## config.mk

```make
export PLATFORM = sky130hd
export DESIGN_NAME = bin_sched_ctrl
export DESIGN_NICKNAME = d
export VERILOG_FILES = /design/src/rtl/sat_ctrl_pkg.sv /design/src/rtl/phase_watchdog.sv /design/src/rtl/bin_sched_ctrl.sv
export SDC_FILE = /design/constraint.sdc
export NUM_CORES = 1
export LEC_CHECK = 0
export ABC_AREA = 1
export ABC_CLOCK_PERIOD_IN_PS = 4100
export CORE_MARGIN = 2
export CORE_UTILIZATION = 60
export CTS_CLUSTER_SIZE = 25
export DETAILED_ROUTE_END_ITERATION = 10
export GPL_TIMING_DRIVEN = 0
export HOLD_SLACK_MARGIN = 0.12
export PLACE_DENSITY = 0.87
export RECOVER_POWER = 50
export SETUP_SLACK_MARGIN = 0.3
export SYNTH_ARGS = -nofsm -noshare
export SYNTH_HDL_FRONTEND = slang
export SYNTH_SLANG_ARGS = --single-unit
```

## constraint.sdc

```tcl
create_clock -name clk -period 4.1 [get_ports clk]
set_input_delay 0.82 -clock clk [delete_from_list [all_inputs] [get_ports clk]]
set_output_delay 0.82 -clock clk [all_outputs]
set_load 0.05 [all_outputs]
```

## src/rtl/sat_ctrl_pkg.sv

```systemverilog
`default_nettype none
// ============================================================================
// Module : sat_ctrl_pkg
// Brief  : Shared state encoding, default widths and state classification
//          helpers for the bin-scheduling SAT controller.
// Rev    : 1.0  initial release
// ============================================================================
package sat_ctrl_pkg;

  localparam int c_BIN_W_DEF = 16;
  localparam int c_CNT_W_DEF = 32;
  localparam int c_TMO_W_DEF = 20;

  typedef enum logic [3:0] {
    ST_IDLE    = 4'd0,
    ST_LOAD    = 4'd1,
    ST_BCP     = 4'd2,
    ST_DECIDE  = 4'd3,
    ST_ANALYZE = 4'd4,
    ST_BKT     = 4'd5,
    ST_UPD_SAT = 4'd6,
    ST_UPD_BKT = 4'd7,
    ST_SAT     = 4'd8,
    ST_UNSAT   = 4'd9,
    ST_ERROR   = 4'd10
  } state_e;

  // States that wait on a done_*_i handshake and are covered by the watchdog
  function automatic logic is_wait_state(input state_e s);
    logic w;
    w = 1'b0;
    case (s)
      ST_LOAD, ST_BCP, ST_DECIDE, ST_ANALYZE,
      ST_BKT, ST_UPD_SAT, ST_UPD_BKT: w = 1'b1;
      default:                        w = 1'b0;
    endcase
    return w;
  endfunction

  // States in which a new start_i is accepted
  function automatic logic is_idle_or_terminal(input state_e s);
    logic t;
    t = 1'b0;
    case (s)
      ST_IDLE, ST_SAT, ST_UNSAT, ST_ERROR: t = 1'b1;
      default:                             t = 1'b0;
    endcase
    return t;
  endfunction

endpackage
`default_nettype wire

```

## src/rtl/phase_watchdog.sv

```systemverilog
`default_nettype none
// ============================================================================
// Module : phase_watchdog
// Brief  : Cycle counter for one handshake phase. Cleared by the owner on
//          every phase change; flags expiry in the cycle in which the count
//          would step onto its terminal value (2^TMO_W-1).
// Rev    : 1.0  initial release
// ============================================================================
module phase_watchdog #(
  parameter int TMO_W = 20
) (
  input  logic clk,
  input  logic rst,
  input  logic clear_i,
  output logic expire_o
);

  localparam logic [TMO_W-1:0] c_ONE  = TMO_W'(1);
  localparam logic [TMO_W-1:0] c_TERM = {TMO_W{1'b1}};

  logic [TMO_W-1:0] cnt_q;
  logic [TMO_W-1:0] cnt_d;

  // Restart on clear, otherwise advance and park at the terminal value
  always_comb begin
    cnt_d = cnt_q;
    if (clear_i) begin
      cnt_d = '0;
    end else if (cnt_q != c_TERM) begin
      cnt_d = cnt_q + c_ONE;
    end
  end

  // Count register, synchronous active-low reset
  always_ff @(posedge clk) begin
    if (!rst) begin
      cnt_q <= '0;
    end else begin
      cnt_q <= cnt_d;
    end
  end

  // Depends on the registered count only, so the owner may feed its
  // next-state decision back into clear_i without forming a loop.
  assign expire_o = (cnt_q == (c_TERM - c_ONE));

endmodule
`default_nettype wire

```

## src/rtl/bin_sched_ctrl.sv

```systemverilog
`default_nettype none
// ============================================================================
// Module : bin_sched_ctrl
// Brief  : Top-level scheduler of a bin-partitioned SAT solve. Sequences
//          load / BCP / decision / conflict analysis / backtrack / write-back
//          phases through pulse-and-done handshakes, tracks consecutive
//          satisfied bins and counts conflicts. A phase watchdog forces
//          ERROR when a handshake stalls.
// Rev    : 1.0  initial release
// ============================================================================
module bin_sched_ctrl
  import sat_ctrl_pkg::*;
#(
  parameter int BIN_W = c_BIN_W_DEF,
  parameter int CNT_W = c_CNT_W_DEF,
  parameter int TMO_W = c_TMO_W_DEF
) (
  input  logic             clk,
  input  logic             rst,
  input  logic             start_i,
  input  logic [BIN_W-1:0] total_bin_num_i,
  output logic             done_o,
  output logic             sat_o,
  output logic             unsat_o,
  output logic             error_o,
  output logic             start_load_o,
  output logic [BIN_W-1:0] load_bin_num_o,
  input  logic             done_load_i,
  output logic             start_bcp_o,
  input  logic             done_bcp_i,
  input  logic             conflict_i,
  output logic             start_decision_o,
  input  logic             done_decision_i,
  input  logic             all_assigned_i,
  output logic             start_analyze_o,
  input  logic             done_analyze_i,
  input  logic [BIN_W-1:0] bkt_bin_num_i,
  input  logic             global_unsat_i,
  output logic             start_backtrack_o,
  input  logic             done_backtrack_i,
  output logic             start_update_o,
  input  logic             done_update_i,
  output logic [CNT_W-1:0] conflict_cnt_o
);

  localparam logic [BIN_W-1:0] c_BIN_ONE = BIN_W'(1);
  localparam logic [CNT_W-1:0] c_CNT_ONE = CNT_W'(1);
  localparam logic [CNT_W-1:0] c_CNT_MAX = {CNT_W{1'b1}};

  state_e           state_q,   state_d;
  logic             first_q,   first_d;
  logic [BIN_W-1:0] bin_q,     bin_d;
  logic [BIN_W-1:0] sat_run_q, sat_run_d;
  logic [BIN_W-1:0] total_q,   total_d;
  logic [BIN_W-1:0] tgt_q,     tgt_d;
  logic [CNT_W-1:0] cnt_q,     cnt_d;

  logic             w_live;
  logic             w_wd_clear;
  logic             w_wd_expire;
  logic             w_pulse_en;
  logic [BIN_W-1:0] w_sat_run_inc;

  // The entry cycle of a phase carries the start pulse; done is only
  // honoured from the following cycle onwards.
  assign w_live        = ~first_q;
  assign w_sat_run_inc = sat_run_q + c_BIN_ONE;

  // Next-state and datapath updates for every phase
  always_comb begin
    state_d   = state_q;
    bin_d     = bin_q;
    sat_run_d = sat_run_q;
    total_d   = total_q;
    tgt_d     = tgt_q;
    cnt_d     = cnt_q;

    case (state_q)
      ST_IDLE, ST_SAT, ST_UNSAT, ST_ERROR: begin
        if (start_i) begin
          total_d   = total_bin_num_i;
          bin_d     = '0;
          sat_run_d = '0;
          tgt_d     = '0;
          cnt_d     = '0;
          state_d   = (total_bin_num_i == '0) ? ST_SAT : ST_LOAD;
        end
      end
      ST_LOAD: begin
        if (w_live && done_load_i) begin
          state_d = ST_BCP;
        end
      end
      ST_BCP: begin
        if (w_live && done_bcp_i) begin
          if (conflict_i) begin
            state_d = ST_ANALYZE;
            if (cnt_q != c_CNT_MAX) begin
              cnt_d = cnt_q + c_CNT_ONE;
            end
          end else begin
            state_d = ST_DECIDE;
          end
        end
      end
      ST_DECIDE: begin
        if (w_live && done_decision_i) begin
          state_d = all_assigned_i ? ST_UPD_SAT : ST_BCP;
        end
      end
      ST_ANALYZE: begin
        if (w_live && done_analyze_i) begin
          if (global_unsat_i) begin
            state_d = ST_UNSAT;
          end else begin
            tgt_d   = bkt_bin_num_i;
            state_d = (bkt_bin_num_i == bin_q) ? ST_BKT : ST_UPD_BKT;
          end
        end
      end
      ST_BKT: begin
        if (w_live && done_backtrack_i) begin
          sat_run_d = '0;
          state_d   = ST_BCP;
        end
      end
      ST_UPD_SAT: begin
        if (w_live && done_update_i) begin
          sat_run_d = w_sat_run_inc;
          if (w_sat_run_inc == total_q) begin
            state_d = ST_SAT;
          end else begin
            bin_d   = (bin_q == (total_q - c_BIN_ONE)) ? '0 : (bin_q + c_BIN_ONE);
            state_d = ST_LOAD;
          end
        end
      end
      ST_UPD_BKT: begin
        if (w_live && done_update_i) begin
          if (tgt_q >= total_q) begin
            state_d = ST_ERROR;
          end else begin
            bin_d     = tgt_q;
            sat_run_d = '0;
            state_d   = ST_LOAD;
          end
        end
      end
      default: begin
        state_d = ST_IDLE;
      end
    endcase

    // A stalled handshake overrides whatever the phase would have done
    if (w_wd_expire && is_wait_state(state_q)) begin
      state_d = ST_ERROR;
    end

    first_d = (state_d != state_q);
  end

  // State and datapath registers, synchronous active-low reset
  always_ff @(posedge clk) begin
    if (!rst) begin
      state_q   <= ST_IDLE;
      first_q   <= 1'b0;
      bin_q     <= '0;
      sat_run_q <= '0;
      total_q   <= '0;
      tgt_q     <= '0;
      cnt_q     <= '0;
    end else begin
      state_q   <= state_d;
      first_q   <= first_d;
      bin_q     <= bin_d;
      sat_run_q <= sat_run_d;
      total_q   <= total_d;
      tgt_q     <= tgt_d;
      cnt_q     <= cnt_d;
    end
  end

  // Restart the phase timer on every state change and keep it idle
  // outside the handshake states.
  assign w_wd_clear = (state_d != state_q) || !is_wait_state(state_q);

  phase_watchdog #(
    .TMO_W (TMO_W)
  ) u_phase_watchdog (
    .clk      (clk),
    .rst      (rst),
    .clear_i  (w_wd_clear),
    .expire_o (w_wd_expire)
  );

  // Pulses are suppressed while reset is held so none leak from a phase
  // that is being aborted.
  assign w_pulse_en        = first_q & rst;
  assign start_load_o      = w_pulse_en & (state_q == ST_LOAD);
  assign start_bcp_o       = w_pulse_en & (state_q == ST_BCP);
  assign start_decision_o  = w_pulse_en & (state_q == ST_DECIDE);
  assign start_analyze_o   = w_pulse_en & (state_q == ST_ANALYZE);
  assign start_backtrack_o = w_pulse_en & (state_q == ST_BKT);
  assign start_update_o    = w_pulse_en & ((state_q == ST_UPD_SAT) | (state_q == ST_UPD_BKT));

  assign sat_o          = (state_q == ST_SAT);
  assign unsat_o        = (state_q == ST_UNSAT);
  assign error_o        = (state_q == ST_ERROR);
  assign done_o         = sat_o | unsat_o | error_o;
  assign load_bin_num_o = bin_q;
  assign conflict_cnt_o = cnt_q;

endmodule
`default_nettype wire

```

==> out/qor_table.md, run 1 <==
| Group | Metric | Reported |
|---|---|---|
| logic synthesis | Post-synthesis cell count | 1198 |
| logic synthesis | Largest area contributor in the synthesized netlist | sky130_fd_sc_hd__dfxtp_1 |
| placement | Weighted congestion reported at the end of routability-driven placement | 0.948 |
| global route | Via count of the first global-routing pass | 8161 |
| timing | Final setup fails | 0 |
| die | Number of I/O pins | 102 |
| global route | Pin count of the biggest net entering global routing | 17 |
| timing | Actual transition at the worst max-transition pin | 803 ps |
| clock network | Clock sinks | 121 |
| run status | Result of the run | complete, no violations |
| clock network | Clock Latency Late Sink | 430 ps |
| die | Count of standard-cell rows | 42 |
| logic synthesis | Synthesized flop and latch total | 121 |
| detailed routing | Vias after detailed routing | 8728 |
| pwr | Combinational power share | 40.4% |
| setup path | Cell with the most instances on the worst path | sky130_fd_sc_hd__nor2_1 |
| clock network | # hold bufs at CTS | 0 |
| clock network | CTS tree | done |
| pwr | Internal power component | 3.07 mW |
| logic synthesis | Post-synth EDFFs | 0 |
| clock network | Buffer levels on the longest clock path | 2 |
| timing | Final period util | 84.8% |
| setup path | Worst Setup End Kind | output pin |
| timing | Sum of negative setup slack | 0 ps |
| timing | Slew Limit Headroom | 46.3% |
| global route | Global-route wire length before repair | 39200 microns |
| detailed routing | # DRC | 0 |
| final layout | Register Area | 2420 sq um |
| detailed routing | Total Routed Length | 24400 microns |
| pwr | Clock Power Share | 29.9% |
| final layout | Ant. Diodes | 0 |
| die | DIE AREA | 14200 sq um |
| timing | Smallest setup slack after layout | 625 ps |
| setup path | Arrival time at the worst endpoint | 2660 ps |
| timing | Setup repair after global routing missed its margin | false |
| detailed routing | Post-DR vias/cell | 5.80 |
| global route | Global-route met1 utilization | 44.6% |
| logic synthesis | Share of Yosys cell area claimed by the top area cell type | 30.4% |
| timing | Layout Skew | 8.54 ps |
| die | Initial cell density of the core | 60.9% |
| final layout | Multi-input logic area | 4900 sq um |
| setup path | Highest-delay cell along the critical path | sky130_fd_sc_hd__clkdlybuf4s50_1 |
| detailed routing | ANT nets after route | 0 |
| setup path | Register-to-Register Setup Slack | 1050 ps |
| placement | Placement Setup Slack | 785 ps |
| setup path | Required time of the critical path | 3280 ps |
| die | Die extent in x | 119 microns |
| logic synthesis | Prevailing post-synth register cell | sky130_fd_sc_hd__dfxtp_1 |
| timing | Final-layout worst hold slack | 499 ps |
| global route | Total grt overflow | 0 |
| global route | GRT busiest layer | met2 |
| clock network | Worst-path clk slew | 60 ps |
| setup path | Crit Path Max Fanout | 10 |
| placement | Port Buf Inserts | 100 |
| detailed routing | Violation count after the first detailed-route iteration | 778 |
| setup path | Worst path cell trace | nor2_1 > nand2_1 > clkbuf_1 > nor2_1 > clkdlybuf4s50_1 |
| setup path | Crit path kind | reg2out |
| clock network | H-tree lvl count | 4 |
| clock network | Post_cts resized | 0 |
| pwr | Standby leakage power | 3.75 nW |
| logic synthesis | Area of the mapped netlist | 7960 sq um |
| pwr | Power spent charging and discharging nets | 2.20 mW |
| logic synthesis | Distinct cell type count after synthesis | 45 |
| logic synthesis | Ys async rst share | 0% |
| setup path | Highest cell delay on the worst timing path | 810 ps |
| final layout | Layout Nets | 1383 |
| global route | Fraction of met3 tracks used by global routing | 5.94% |
| detailed routing | Routed wire per std cell | 16.2 microns |
| timing | Shortest clock period the worst path allows after layout | 3480 ps |
| global route | Met2 usage | 58.2% |
| logic synthesis | Synth cell count leaders | sky130_fd_sc_hd__nand2_1 (250), sky130_fd_sc_hd__dfxtp_1 (121), sky130_fd_sc_hd__inv_1 (113), sky130_fd_sc_hd__nor2_1 (113), sky130_fd_sc_hd__a21oi_1 (112) |
| logic synthesis | Number of warnings reported in the yosys synthesis log | 0 |
| timing | Achievable frequency | 288 MHz |
| detailed routing | Length of the first detailed-routing pass in iterations | 6 |
| logic synthesis | Share of the yosys chip area belonging to registers | 30.4% |
| flow run | Max Cap Violations | 0 |
| clock network | Number of buffers created by CTS | 17 |
| setup path | Worst setup SP type | flop |
| pwr | Sw frac | 41.7% |
| final layout | Area added between synthesis and finish | 22.9% |
| final layout | Layout cells sized above 1 | 6.84% |
| logic synthesis | Top cells by area, synth | sky130_fd_sc_hd__dfxtp_1 (30%), sky130_fd_sc_hd__nand2_1 (12%), sky130_fd_sc_hd__a21oi_1 (7.0%), sky130_fd_sc_hd__nand3_1 (5.8%), sky130_fd_sc_hd__xor2_1 (5.4%) |
| logic synthesis | Net Count, Synth | 1264 |
| placement | Total half-perimeter wirelength after legalization and detailed placement | 18300 microns |
| global route | Number of antenna violations at the first check in global routing | 0 |
| final layout | Filler instances | 1081 |
| timing | Number of slew-limit violations in the final report | 0 |
| timing | Hold violation count in the final report | 0 |
| die | Core Area | 13100 sq um |
| pwr | Power share of the sequential group | 29.7% |
| logic synthesis | Dominant cell by count in the synthesized netlist | sky130_fd_sc_hd__nand2_1 |
| clock network | Cell chosen for the clock root | sky130_fd_sc_hd__clkbuf_16 |
| global route | All-layer global routing usage | 34.5% |
| die | Vertical die dimension | 119 microns |
| pwr | Total power divided by cell area | 539 nW/um^2 |
| hold path | Worst hold path type | reg2reg |
| setup path | CP bufs+invs | 2 |
| clock network | Post-CTS setup buffer count | 0 |
| pwr | Max IR drop VDD | 0.401 mV |
| setup path | Cell family contributing the most delay on the critical path | buffers and inverters |
| logic synthesis | Mean instance size in the synthesized netlist | 6.65 sq um |
[worst register-to-register path: cells and delay by family, from the launching register on]
| family | cells | cell delay, ps |
|---|---|---|
| buf+inv | 2 | 370 |
| fa+ha+maj | 1 | 230 |
| simple gates | 14 | 1630 |
| compound gates | 2 | 300 |
| flops | 1 | 410 |
[final timing paths]
check / startpoint / end / depth (start not counted)
setup reg to reg: sat_run_q[0] / load_bin_num_o[13] / 19
hold reg to reg: tgt_q[0] / tgt_q[0] / 2
hold / removal: tgt_q[0] / tgt_q[0] / 2
setup / recovery: state_q[3] / start_bcp_o / 5
[area by class of cell]
class / count / share of cell area [%]
Clock inverter: 8 / 1.18
Multi-Input combinational cell: 916 / 50.1
Tap cell: 176 / 2.25
Inverter: 124 / 4.76
Clock buffer: 24 / 5.13
Timing Repair Buffer: 100 / 10.2
Sequential cell: 121 / 24.8
Buffer: 37 / 1.62
[cell usage in the layout, fill, tap and decap left out, types with 12 or more instances in the layout]
cell type	n
sky130_fd_sc_hd__xnor2_1	30
sky130_fd_sc_hd__nand4_1	38
sky130_fd_sc_hd__clkbuf_16	17
sky130_fd_sc_hd__dlygate4sd3_1	46
sky130_fd_sc_hd__a211oi_1	18
sky130_fd_sc_hd__a21oi_1	112
sky130_fd_sc_hd__clkdlybuf4s50_1	54
sky130_fd_sc_hd__xor2_1	49
sky130_fd_sc_hd__dfxtp_1	121
sky130_fd_sc_hd__a31oi_1	12
sky130_fd_sc_hd__ha_1	22
sky130_fd_sc_hd__nand3_1	93
sky130_fd_sc_hd__nor3_1	43
sky130_fd_sc_hd__nand2_1	250
sky130_fd_sc_hd__nor4_1	15
sky130_fd_sc_hd__o21ai_0	47
sky130_fd_sc_hd__nor2_1	116
sky130_fd_sc_hd__clkbuf_1	29
sky130_fd_sc_hd__inv_1	114
sky130_fd_sc_hd__nor2_2	22
[kinds of logic (layout without fill, tap and decap cells)]
kind of cell | after synthesis | in the layout | share of synthesized area (%)
simple gates | 612 | 612 | 35.3
buf+inv | 161 | 293 | 7.87
fa+ha+maj | 22 | 22 | 3.46
xor+xnor | 80 | 80 | 8.97
flops | 121 | 121 | 30.4
compound gates | 202 | 202 | 13.9
[through the flow]
step	util, %	cell area [sq um]	instances	power, mW
2_1_floorplan	-	7960	1198	3.07
3_3_place_gp	70.2	9190	1474	3.62
3_5_place_dp	70.2	9190	1474	3.67
4_1_cts	74.9	9800	1506	5.25
5_1_grt	74.8	9790	1506	5.56
6_report	74.8	9790	1506	5.27
[power groups by stage]
| stage | registers [mW] | clock network (mW) | logic (mW) |
|---|---|---|---|
| 4_1_cts | 1.56 | 1.57 | 2.12 |
| 3_5_place_dp | 1.58 | 0 | 2.10 |
| 2_1_floorplan | 1.73 | 0 | 1.34 |
| 3_3_place_gp | 1.57 | 0 | 2.04 |
| 5_1_grt | 1.59 | 1.64 | 2.33 |
| 6_report | 1.57 | 1.57 | 2.13 |
[per-layer routing]
layer	vias to the layer above	wire length, microns
met5	-	0
met4	0	518
met3	53	1950
met2	392	11400
met1	4026	10500
li1	4257	-
[flip-flops by register name (all words and copies together) (netlist names)]
register and count:
conflict_cnt_o 32, u_phase_watchdog.cnt_q 20, load_bin_num_o 16, sat_run_q 16, tgt_q 16, total_q 16, state_q 4, first_q 1
Power figures use the tool's default switching activity.
==> run 2, diff against run 1 <==
ABC_CLOCK_PERIOD_IN_PS = 3070   (was 4100)
CORE_UTILIZATION = 51   (was 60)
PLACE_DENSITY = 0.78   (was 0.87)
clock period = 3.07 ns   (was 4.1 ns; I/O delays follow)
==> run 2 against run 1 <==
Against the previous run:
- combinational power is 39% higher
- routed wire length is 0.71% lower
- sequential cell count stayed put
- critical path depth is 6 higher
- clock power is 39% higher
- final area is 2.2% higher
- via count is 0.33% lower
- sequential share of layout area is 0.46 points lower
- clock-buffer cell count is 1 lower
- register-to-register slack worse by 810 ps
- non-clock buffer count is 10 higher
==> out/qor_table.md, run 2 (synthesis results as in run 1) <==
| Group | Metric | Reported | Delta |
|---|---|---|---|
| hold path | Worst hold path type | reg2reg |  |
| final layout | Max FFs per register | 32 | unchanged |
| timing | Setup repair after global routing missed its margin | true |  |
| pwr | Total power divided by cell area | 725 nW/um^2 | +34% |
| global route | Total grt overflow | 0 | unchanged |
| detailed routing | Vias after detailed routing | 8699 | -0.33% |
| final layout | Layout cells sized above 1 | 9.56% | +2.7 points |
| detailed routing | ANT nets after route | 0 | unchanged |
| placement | Weighted congestion reported at the end of routability-driven placement | 0.946 | -0.21% |
| clock network | Clock sinks | 121 | unchanged |
| final layout | Ant. Diodes | 0 | unchanged |
| setup path | Beginning of the worst register-to-register path | total_q[12] |  |
| clock network | Worst-path clk slew | 50 ps | about the same |
| timing | Layout Skew | 8.61 ps | +0.0694 ps |
| die | Die extent in x | 129 microns | +8.2% |
| setup path | Worst setup SP type | flop |  |
| setup path | Crit Path Max Fanout | 10 | unchanged |
| clock network | Number of buffers created by CTS | 17 | unchanged |
| die | Number of I/O pins | 102 | unchanged |
| final layout | Layout Nets | 1393 | +0.72% |
| detailed routing | Violation count after the first detailed-route iteration | 802 | +3.1% |
| setup path | Cell with the most instances on the worst path | sky130_fd_sc_hd__nand3_1 |  |
| timing | Actual transition at the worst max-transition pin | 798 ps | -5.26 ps |
| placement | Port Buf Inserts | 100 | unchanged |
| pwr | Power Total | 7.25 mW | +37% |
| run status | Result of the run | complete, no violations |  |
| hold path | Hold EP | tgt_q[14] |  |
| setup path | Required time of the critical path | 3410 ps | +130 ps |
| setup path | Highest cell delay on the worst timing path | 460 ps | -350 ps |
| final layout | Area added between synthesis and finish | 25.6% |  |
| placement | Total half-perimeter wirelength after legalization and detailed placement | 18100 microns | -1.4% |
| timing | Final setup fails | 0 | unchanged |
| timing | Achievable frequency | 353 MHz |  |
| global route | Pin count of the biggest net entering global routing | 17 | unchanged |
| global route | Global-route wire length before repair | 38500 microns | -1.8% |
| clock network | Clock Latency Late Sink | 430 ps | about the same |
| setup path | Register-to-Register Setup Slack | 240 ps | -810 ps |
| setup path | Crit path kind | reg2reg |  |
| die | Vertical die dimension | 129 microns | +8.2% |
| final layout | Filler instances | 1390 | +29% |
| setup path | CP bufs+invs | 2 | unchanged |
| clock network | Cell chosen for the clock root | sky130_fd_sc_hd__clkbuf_16 |  |
| setup path | Count of cells along the worst register-to-register path | 11 | -8 |
| setup path | Worst Setup End Kind | flop |  |
| setup path | WP depth | 11 | +6 |
| timing | Number of slew-limit violations in the final report | 0 | unchanged |
| detailed routing | Post-DR vias/cell | 5.61 | -3.2% |
| die | Core Area | 15300 sq um | +17% |
| final layout | Leading cell type in the layout, fill and taps excluded | sky130_fd_sc_hd__nand2_1 |  |
| setup path | Arrival time at the worst endpoint | 3170 ps | +510 ps |
| hold path | Hold depth | 2 | unchanged |
| clock network | CTS tree | done |  |
| detailed routing | Routed wire per std cell | 15.6 microns | -3.5% |
| pwr | Standby leakage power | 3.87 nW | +3.2% |
| global route | Number of antenna violations at the first check in global routing | 0 | unchanged |
| flow run | Max Cap Violations | 0 | unchanged |
| detailed routing | Total Routed Length | 24200 microns | -0.71% |
| timing | Final period util | 92.2% |  |
| global route | All-layer global routing usage | 29.3% | -5.2 points |
| timing | Hold violation count in the final report | 0 | unchanged |
| setup path | Worst path cell trace | inv_2 > ha_1 > nand3_1 > nor3_1 > nand3_1 > nand4_1 > nand2_2 > nand3_1 > buf_1 > nand2_1 > a21oi_1 |  |
| setup path | Highest-delay cell along the critical path | sky130_fd_sc_hd__dfxtp_1 |  |
| final layout | Top library cells by usage in the layout, fill and taps aside | sky130_fd_sc_hd__nand2_1 (250), sky130_fd_sc_hd__dfxtp_1 (117), sky130_fd_sc_hd__inv_1 (113) |  |
| timing | Slew Limit Headroom | 46.6% | +0.35 points |
| die | DIE AREA | 16600 sq um | +17% |
| detailed routing | Length of the first detailed-routing pass in iterations | 6 | unchanged |
| pwr | Max IR drop VDD | 0.539 mV | +34% |
| setup path | Cell family contributing the most delay on the critical path | simple AND/OR/NAND/NOR gates |  |
| timing | Sum of negative setup slack | 0 ps | unchanged |
| die | Count of standard-cell rows | 45 | +7.1% |
| global route | Via count of the first global-routing pass | 7895 | -3.3% |
| timing | Shortest clock period the worst path allows after layout | 2830 ps |  |
| clock network | H-tree lvl count | 4 | unchanged |
| die | Initial cell density of the core | 52.2% | -8.7 points |
| clock network | Buffer levels on the longest clock path | 2 | unchanged |
| setup path | Worst reg2reg path endpoint | sat_run_q[1] |  |
| detailed routing | # DRC | 0 | unchanged |
| hold path | HP Start | tgt_q[14] |  |
[run 2: metrics by stage]
stage | hold WS (ps) | area, sq um | util [%] | setup slack, ps | instances
after detailed placement | 487 | 9230 | 60.5 | 111 | 1509
after global placement | 478 | 9230 | 60.5 | 101 | 1509
final | 500 | 10000 | 65.6 | 239 | 1550
after CTS | 495 | 9860 | 64.6 | 120 | 1540
after floorplan | 455 | 7970 | - | 362 | 1198
after global routing | 532 | 10000 | 65.6 | 103 | 1550
[run 2: what timing repair did]
action / CTS / global route
resized for setup: 12 / 40
pin swaps: 0 / 5
hold buffers: 0 / 0
hold endpoints to repair: 0 / 0
cloned: 0 / 0
buffers inserted: 0 / 10
endpoints found under the setup margin: 18 / 75
[run 2: power by group]
part | internal (mW) | switching [mW] | total, mW
logic | 1.03 | 1.94 | 2.97
clock network | 1.46 | 0.720 | 2.18
registers | 1.80 | 0.303 | 2.11
total | 4.29 | 2.96 | 7.25
[run 2: tightest hold or removal path, stage by stage, from the launching register on]
cell	delay, ps
sky130_fd_sc_hd__dfxtp_1	330
sky130_fd_sc_hd__nand2_1	70
sky130_fd_sc_hd__a21oi_1	60
[run 2: area by class of cell]
cell class                      instances  area, sq um  share of cell area (%)
Sequential cell                       121         2430                    24.3
Multi-Input combinational cell        916         4970                    49.7
Clock buffer                           23          498                    4.98
Tap cell                              211          264                    2.64
Inverter                              124          472                    4.71
Buffer                                 37          179                    1.79
Clock inverter                          8          140                    1.40
Timing Repair Buffer                  110         1050                    10.5
[run 2: worst max-delay path by stage]
| stage | from | endpoint | slack [ps] |
|---|---|---|---|
| 6_report | total_q[12] | sat_run_q[1] | 240 |
| 5_1_grt | state_q[2] | tgt_q[13] | 100 |
| 4_1_cts | state_q[3] | start_bcp_o | 120 |
| 3_5_place_dp | rst | start_analyze_o | 110 |
| 3_3_place_gp | rst | start_analyze_o | 100 |
| 2_1_floorplan | rst | start_analyze_o | 360 |
[run 2: per-layer routing]
layer  track usage (%)  share of wire (%)  vias to the layer above
li1                  -                  -                     4278
met1              39.0                 44                     3962
met2              47.2                 45                      392
met3              5.86                8.2                       67
met4              10.9                2.9                        0
met5                 0                  0                        -
==> run 3, diff against run 2 <==
RECOVER_POWER = 25   (was 50)
==> run 3 against run 2 <==
Against the previous run:
- clock-buffer cell count did not move
- sequential power barely moved
- maximum frequency rose by 0.51%
- register-to-register slack barely moved
- worst hold slack improved by 0.94 ps
- final area rose by 0.15%
- final cell count did not move
- core utilization rose by 0.098 points
- combinational power barely moved
- critical path type unchanged
==> out/qor_table.md, run 3 (synthesis results as in run 1) <==
| Group | Metric | Reported | Delta |
|---|---|---|---|
| die | Count of standard-cell rows | 45 | unchanged |
| timing | Actual transition at the worst max-transition pin | 795 ps | -2.43 ps |
| setup path | CP startpoint | total_q[12] |  |
| setup path | Worst path cell trace | inv_2 > ha_1 > nand3_1 > nor3_1 > nand3_1 > nand4_1 > nand2_2 > nand3_1 > buf_1 > nand2_1 > a21oi_1 |  |
| setup path | Count of cells along the worst register-to-register path | 11 | unchanged |
| pwr | Max IR drop VDD | 0.543 mV | +0.72% |
| setup path | Cell with the most instances on the worst path | sky130_fd_sc_hd__nand3_1 |  |
| placement | Total half-perimeter wirelength after legalization and detailed placement | 18100 microns | unchanged |
| detailed routing | Vias after detailed routing | 8653 | -0.53% |
| setup path | Required time of the critical path | 3410 ps | about the same |
| detailed routing | # DRC | 0 | unchanged |
| die | Number of I/O pins | 102 | unchanged |
| timing | Slew Limit Headroom | 46.8% | +0.16 points |
| global route | Number of antenna violations at the first check in global routing | 0 | unchanged |
| die | Vertical die dimension | 129 microns | unchanged |
| die | Die extent in x | 129 microns | unchanged |
| clock network | H-tree lvl count | 4 | unchanged |
| clock network | Worst-path clk slew | 50 ps | about the same |
| hold path | Hold EP | tgt_q[14] |  |
| die | Initial cell density of the core | 52.2% | unchanged |
| global route | Via count of the first global-routing pass | 7895 | unchanged |
| hold path | Worst hold path type | reg2reg |  |
| setup path | Highest cell delay on the worst timing path | 450 ps | about the same |
| final layout | Layout Nets | 1393 | unchanged |
| detailed routing | ANT nets after route | 0 | unchanged |
| detailed routing | Total Routed Length | 24200 microns | about the same |
| clock network | Buffer levels on the longest clock path | 2 | unchanged |
| setup path | Register-to-Register Setup Slack | 250 ps | about the same |
| clock network | Number of buffers created by CTS | 17 | unchanged |
| placement | Weighted congestion reported at the end of routability-driven placement | 0.946 | unchanged |
| final layout | Max FFs per register | 32 | unchanged |
| global route | Total grt overflow | 0 | unchanged |
| setup path | Crit path kind | reg2reg |  |
| die | Core Area | 15300 sq um | unchanged |
| global route | Pin count of the biggest net entering global routing | 17 | unchanged |
| setup path | Worst setup SP type | flop |  |
| setup path | Beginning of the worst register-to-register path | total_q[12] |  |
| timing | Shortest clock period the worst path allows after layout | 2820 ps | -14.5 ps |
| timing | Smallest setup slack after layout | 253 ps | +14.5 ps |
| timing | Number of slew-limit violations in the final report | 0 | unchanged |
| detailed routing | Violation count after the first detailed-route iteration | 914 | +14% |
| hold path | Hold depth | 2 | unchanged |
| timing | Sum of negative setup slack | 0 ps | unchanged |
| timing | Final period util | 91.8% | -0.47 points |
| clock network | Clock sinks | 121 | unchanged |
| hold path | HP Start | tgt_q[14] |  |
| timing | Achievable frequency | 355 MHz | +0.51% |
| placement | Placement Setup Slack | 111 ps | unchanged |
| final layout | Leading cell type in the layout, fill and taps excluded | sky130_fd_sc_hd__nand2_1 |  |
| setup path | Arrival time at the worst endpoint | 3160 ps | about the same |
| setup path | Worst reg2reg path endpoint | sat_run_q[1] |  |
| timing | Final setup fails | 0 | unchanged |
| timing | Hold violation count in the final report | 0 | unchanged |
| setup path | Highest-delay cell along the critical path | sky130_fd_sc_hd__dfxtp_1 |  |
| run status | Result of the run | complete, no violations |  |
| detailed routing | Length of the first detailed-routing pass in iterations | 5 | -1 |
| placement | Port Buf Inserts | 100 | unchanged |
| clock network | Clock Latency Late Sink | 430 ps | about the same |
| global route | All-layer global routing usage | 29.3% | unchanged |
| pwr | Total power divided by cell area | 726 nW/um^2 | +0.20% |
| final layout | Area added between synthesis and finish | 25.8% |  |
| setup path | Crit Path Max Fanout | 10 | unchanged |
| setup path | Worst Setup End Kind | flop |  |
| final layout | Top library cells by usage in the layout, fill and taps aside | sky130_fd_sc_hd__nand2_1 (249), sky130_fd_sc_hd__dfxtp_1 (117), sky130_fd_sc_hd__inv_1 (113) |  |
| flow run | Max Cap Violations | 0 | unchanged |
| die | DIE AREA | 16600 sq um | unchanged |
| detailed routing | Routed wire per std cell | 15.6 microns | about the same |
| final layout | Ant. Diodes | 0 | unchanged |
| detailed routing | Post-DR vias/cell | 5.58 | -0.53% |
| clock network | CTS tree | done |  |
| pwr | Standby leakage power | 3.81 nW | -1.7% |
| clock network | Cell chosen for the clock root | sky130_fd_sc_hd__clkbuf_16 |  |
| final layout | Layout cells sized above 1 | 9.71% | +0.15 points |
| global route | Global-route wire length before repair | 38500 microns | unchanged |
| timing | Setup repair after global routing missed its margin | true |  |
| timing | Layout Skew | 9.24 ps | +0.629 ps |
## run 3: cell count changes in the layout (fill, tap and decap cells not counted), sizes merged
cell,delta
buf,+3
clkbuf,-4
dlygate4sd3,-28
dlymetal6s2s,+1
clkdlybuf4s50,+28
## run 3: worst max-delay path by stage
stage | end | slack (ps) | cells after the start
CTS | start_bcp_o | 120 | 5
detailed placement | start_analyze_o | 110 | 4
global route | tgt_q[13] | 100 | 11
global placement | start_analyze_o | 100 | 4
floorplan | start_analyze_o | 360 | 3
finish | sat_run_q[1] | 250 | 11
## run 3: stage by stage
stage | area, sq um | utilization, % | cells | hold WS (ps) | total power [mW]
after floorplan | 7970 | - | 1198 | 455 | 4.10
after global placement | 9230 | 60.5 | 1509 | 478 | 4.85
after detailed placement | 9230 | 60.5 | 1509 | 487 | 4.89
after CTS | 9860 | 64.6 | 1540 | 495 | 7.08
after global routing | 10000 | 65.7 | 1550 | 532 | 7.69
final | 10000 | 65.7 | 1550 | 501 | 7.27
## run 3: routing by layer
metal	track usage [%]	wire length [microns]	vias up
met4	10.9	734	0
li1	-	-	4270
met1	39.0	10700	3935
met5	0	0	-
met3	5.86	1870	77
met2	47.2	10900	371
## run 3: final cells by class
type | instances | area, sq um
buffer | 37 | 179
clock buffer | 23 | 498
clock inverter | 8 | 140
fill | 1388 | 5240
inverter | 124 | 472
multi-input combinational | 916 | 4970
sequential | 121 | 2430
tap | 211 | 264
timing repair buffer | 110 | 1060
## run 3: critical path, delay by kind of cell (launching register included)
kind / cells / cell delay [ps]
DFF: 1 / 450
adders and majority gates: 1 / 310
AOI/OAI and AO/OA: 1 / 160
and+or+nand+nor: 7 / 1250
buffers and inverters: 2 / 550
## run 3: power by group
| group | switching, mW | internal, mW | leakage (nW) | total [mW] |
|---|---|---|---|---|
| combinational | 1.94 | 1.06 | 2.50 | 2.99 |
| sequential | 0.302 | 1.80 | 0.987 | 2.10 |
| clock | 0.724 | 1.45 | 0.319 | 2.18 |
## run 3: what timing repair did
item | CTS | global route
setup endpoints to repair | 18 | 75
pin swaps | 0 | 5
hold buffers | 0 | 0
resized for setup | 12 | 40
buffers inserted | 0 | 10
==> edit 1 (flow settings as in run 3) <==
The 11 states of `state_e` get a one-hot encoding in 11 bits.
--- a/src/rtl/sat_ctrl_pkg.sv
+++ b/src/rtl/sat_ctrl_pkg.sv
@@ -12,16 +12,16 @@
   localparam int c_TMO_W_DEF = 20;
 
-  typedef enum logic [3:0] {
-    ST_IDLE    = 4'd0,
-    ST_LOAD    = 4'd1,
-    ST_BCP     = 4'd2,
-    ST_DECIDE  = 4'd3,
-    ST_ANALYZE = 4'd4,
-    ST_BKT     = 4'd5,
-    ST_UPD_SAT = 4'd6,
-    ST_UPD_BKT = 4'd7,
-    ST_SAT     = 4'd8,
-    ST_UNSAT   = 4'd9,
-    ST_ERROR   = 4'd10
+  typedef enum logic [10:0] {
+    ST_IDLE    = 11'b00000000001,
+    ST_LOAD    = 11'b00000000010,
+    ST_BCP     = 11'b00000000100,
+    ST_DECIDE  = 11'b00000001000,
+    ST_ANALYZE = 11'b00000010000,
+    ST_BKT     = 11'b00000100000,
+    ST_UPD_SAT = 11'b00001000000,
+    ST_UPD_BKT = 11'b00010000000,
+    ST_SAT     = 11'b00100000000,
+    ST_UNSAT   = 11'b01000000000,
+    ST_ERROR   = 11'b10000000000
   } state_e;
 
Function: no difference found for any inputs over 10 cycles, from zero or initial values and one cycle with rst low; not proved beyond that.
==> edit 1 against run 3 <==
Total power is 3.0% lower. Design area up 11%. Routed wire length increased by 18%. Global-route usage grew 1.4 points. Sequential cell count is 7 higher. Setup slack better by 16 ps. Synthesized area rose by 10%. Critical path depth is 10 higher. Critical endpoint is now u_phase_watchdog.cnt_q[3]$_SDFFE_PP0P_.
==> edit 1: results (changes against run 3) <==
Run status
Status: finished clean (unchanged).

Timing
The worst hold slack across all endpoints is 481 ps (was 501 ps). The final setup skew is 12.9 ps (was 9.24 ps).

GRT
The overall global routing resource usage is 30.7% (was 29.3%). The first-pass GRT wire length came to 44300 um (was 38500 um). The initial antenna violation count came to 1 (was 0).

The number of global-route vias before repair is 8942 (was 7895).

Final layout
The post-layout net count was 1546 (was 1393). The area growth from synthesis to layout is 26.5% (was 25.8%). The fill cell total of the finished layout is 1553 (was 1388).

Placed design
The sum of net half-perimeters after detailed placement came to 21200 um (was 18100 um). The post-placement worst setup slack is -245 ps (was 111 ps). The number of I/O port buffers is 101 (was 100).

The global placement routability congestion is 0.956 (was 0.946). The cell area reported after detailed placement is 10100 sq um (was 9230 sq um).

Pwr
The worst voltage drop across the vdd grid is 512 uV (was 543 uV). The leakage power was 0.00453 uW (was 0.00381 uW).

Logic synthesis
Ranking of synthesized cells by instance count: 283 x sky130_fd_sc_hd__nand2_1, 159 x sky130_fd_sc_hd__inv_1, 141 x sky130_fd_sc_hd__nor2_1, 128 x sky130_fd_sc_hd__dfxtp_1, 101 x sky130_fd_sc_hd__a21oi_1 (was 250 x sky130_fd_sc_hd__nand2_1, 121 x sky130_fd_sc_hd__dfxtp_1, 113 x sky130_fd_sc_hd__inv_1, 113 x sky130_fd_sc_hd__nor2_1, 112 x sky130_fd_sc_hd__a21oi_1). The share of the synthesized area in compound gates (AO/OA/AOI/OAI) is 14.3% (was 13.9%). The mean instance size in the synthesized netlist is 6.56 sq um (was 6.65 sq um). The adder and majority gate portion of the synthesized area came to 3.13% (was 3.46%). The XOR/XNOR share of the synthesized area is 7.56% (was 8.97%).

Most area-consuming cells after synthesis: sky130_fd_sc_hd__dfxtp_1 29%, sky130_fd_sc_hd__nand2_1 12%, sky130_fd_sc_hd__inv_1 6.8% (was sky130_fd_sc_hd__dfxtp_1 30%, sky130_fd_sc_hd__nand2_1 12%, sky130_fd_sc_hd__a21oi_1 7.0%). The share of the yosys chip area belonging to registers is 29.1% (was 30.4%). The total nets after synthesis was 1407 (was 1264).

Setup path
The depth of the worst register-to-register path is 21 (was 11). The worst endpoint data arrival time was 3180 ps (was 3160 ps).

Routing
The total number of vias is 9747 (was 8653). The starting DRC count in detailed routing came to 853 (was 914). The overall routed net length is 28500 um (was 24200 um). The average wire per standard cell is 16.6 um (was 15.6 um).

Min path
The start point of the worst hold path is sat_run_q[15]$_SDFFE_PN0P_ (was tgt_q[14]$_SDFFE_PN0P_).
[edit 1: routing by layer]
metal	vias up	routed length [um]	track usage, %
met5	-	0	0
li1	4701	-	-
met4	0	1090	13.2
met1	4439	11800	38.3
met3	86	2630	7.48
met2	521	13000	50.6
[edit 1: cell type report]
type                            count  share of cell area [%]
Antenna cell                        1                  0.0225
Buffer                             37                    1.81
Clock buffer                       23                    4.11
Clock inverter                      9                    1.19
Inverter                          169                    5.79
Multi-Input combinational cell   1007                    51.0
Sequential cell                   128                    23.3
Tap cell                          225                    2.53
Timing Repair Buffer              120                    10.2
[edit 1: repair_timing]
item                                   4_1_cts  5_1_grt
gates cloned                                 0        1
resized for setup                           33      117
setup endpoints to repair                   47       63
endpoints found under the hold margin        0        0
buffers inserted                             2       16
pin swaps                                    2       20
[edit 1: where the power goes]
group          total [uW]  leakage, uW  internal, uW  switching [uW]
clock                2090     0.000282          1300             790
sequential           2220      0.00105          1900             322
combinational        2740      0.00320          1000            1740
==> edit 2 (flow settings as in run 3) <==
Without the edit above. `c_TMO_W_DEF`: 20 -> 40.
--- a/src/rtl/sat_ctrl_pkg.sv
+++ b/src/rtl/sat_ctrl_pkg.sv
@@ -10,5 +10,5 @@
   localparam int c_BIN_W_DEF = 16;
   localparam int c_CNT_W_DEF = 32;
-  localparam int c_TMO_W_DEF = 20;
+  localparam int c_TMO_W_DEF = 40;
 
   typedef enum logic [3:0] {
Behaviour: no difference found for any inputs over 10 cycles, from zero or initial values and one cycle with rst low; that may be too few to reach the edited logic, so the function may still have changed.
==> edit 2 against run 3 <==
Routed wire length is 19% higher. Total power rose by 40%. Non-clock buffer count increased by 12. Synthesized area grew 17%. Setup slack got worse by 85 ps. Design area increased by 16%. Sequential cell count grew 20. Sequential share of layout area grew 0.24 points. Worst hold slack got worse by 25 ps. Count of clock-buffer cells in the layout fell by 2.
==> edit 2: results (changes against run 3) <==
Run status
Status: finished clean (unchanged).

Logic synthesis
Most area-consuming cells after synthesis: sky130_fd_sc_hd__dfxtp_1 30%, sky130_fd_sc_hd__nand2_1 11%, sky130_fd_sc_hd__inv_1 6.6% (was sky130_fd_sc_hd__dfxtp_1 30%, sky130_fd_sc_hd__nand2_1 12%, sky130_fd_sc_hd__a21oi_1 7.0%). The total nets after synthesis was 1456 (was 1264). The gate count of the mapped netlist is 1390 (was 1198). Ranking of synthesized cells by instance count: 267 x sky130_fd_sc_hd__nand2_1, 165 x sky130_fd_sc_hd__inv_1, 145 x sky130_fd_sc_hd__nor2_1, 141 x sky130_fd_sc_hd__dfxtp_1, 104 x sky130_fd_sc_hd__a21oi_1 (was 250 x sky130_fd_sc_hd__nand2_1, 121 x sky130_fd_sc_hd__dfxtp_1, 113 x sky130_fd_sc_hd__inv_1, 113 x sky130_fd_sc_hd__nor2_1, 112 x sky130_fd_sc_hd__a21oi_1).

GRT
The overall global routing resource usage was 28.3% (was 29.3%). The met2 global-route usage came to 46.5% (was 47.2%). The number of global-route vias before repair was 9143 (was 7895). The first-pass GRT wire length is 44700 um (was 38500 um). The routing usage on met1 is 37.2% (was 39.0%). The routing usage on met3 came to 6.02% (was 5.86%).

Clocking
The number of gates resized after cts is 50 (was 12). The clock latency on the worst-skew pair came to 450 ps (was 430 ps).

Placed design
The cell area reported after detailed placement came to 10600 sq um (was 9230 sq um). The number of I/O port buffers is 101 (was 100). The global placement routability congestion is 0.970 (was 0.946). The post-placement worst setup slack is -236 ps (was 111 ps). The number of instances in the placed design came to 1720 (was 1509). The sum of net half-perimeters after detailed placement is 21200 um (was 18100 um).

Timing
The final setup skew is 12.2 ps (was 9.24 ps). The relative slew slack is 50.7% (was 46.8%).

Pwr
The leakage power is 0.00421 uW (was 0.00381 uW). The worst voltage drop across the vdd grid was 849 uV (was 543 uV).

Routing
The average wire per standard cell is 16.2 um (was 15.6 um). The overall routed net length is 28700 um (was 24200 um). The ratio of routed vias to standard cells is 5.68 (was 5.58).

The detailed-routing iteration count for the pre-antenna-repair pass is 6 (was 5). The met2 wire length is 13200 um (was 10900 um). The wire length the detailed router placed on met1 is 12300 um (was 10700 um). The starting DRC count in detailed routing is 833 (was 914).

Final layout
The post-layout net count is 1592 (was 1393). The number of flip-flops in the largest register is 40 (was 32). The proportion of layout cells with a drive suffix above 1 was 11.4% (was 9.71%).

Setup path
The biggest fanout along the worst timing path came to 6 (was 10). The worst endpoint data arrival time is 2290 ps (was 3160 ps).
-- edit 2: power by group through the flow --
stage | logic (uW) | registers, uW | clock network, uW
6_report | 5270 | 2750 | 2160
5_1_grt | 5780 | 2790 | 2240
4_1_cts | 4880 | 2720 | 2160
3_5_place_dp | 4790 | 2740 | 0
3_3_place_gp | 4680 | 2740 | 0
2_1_floorplan | 3220 | 3010 | 0
-- edit 2: cell type report --
type	count	area share, %
timing repair buffer	117	9.78
multi-input combinational	1038	50.7
tap	229	2.47
inverter	169	5.49
clock buffer	21	3.79
clock inverter	11	1.37
sequential	141	24.5
buffer	42	1.94
-- edit 2: cells by family (layout without fill, tap and decap cells) --
family                   after synthesis  count (layout)  synth area share (%)
buffers and inverters                211             360                  8.96
AO/OA/AOI/OAI                        222             222                  13.7
AND/OR/NAND/NOR                      686             686                  33.8
flip-flops                           141             141                  30.3
XOR/XNOR                             108             108                  10.3
adder cells (fa/ha/maj)               22              22                  2.95
-- edit 2: critical path: stages --
cell                            delay, ps
sky130_fd_sc_hd__dlygate4sd3_1        730
sky130_fd_sc_hd__nand2_1              260
sky130_fd_sc_hd__nor3_1               370
sky130_fd_sc_hd__clkbuf_4             310
-- edit 2: worst paths after layout --
kind / from / endpoint / slack, ps / depth (start not counted)
min: sat_run_q[15]$_SDFFE_PN0P_ / sat_run_q[15]$_SDFFE_PN0P_ / 480 / 2
max reg2reg: sat_run_q[1]$_SDFFE_PN0P_ / u_phase_watchdog.cnt_q[37]$_SDFFE_PP0P_ / 330 / 18
max: rst / start_decision_o / 170 / 4
min reg2reg: sat_run_q[15]$_SDFFE_PN0P_ / sat_run_q[15]$_SDFFE_PN0P_ / 480 / 2
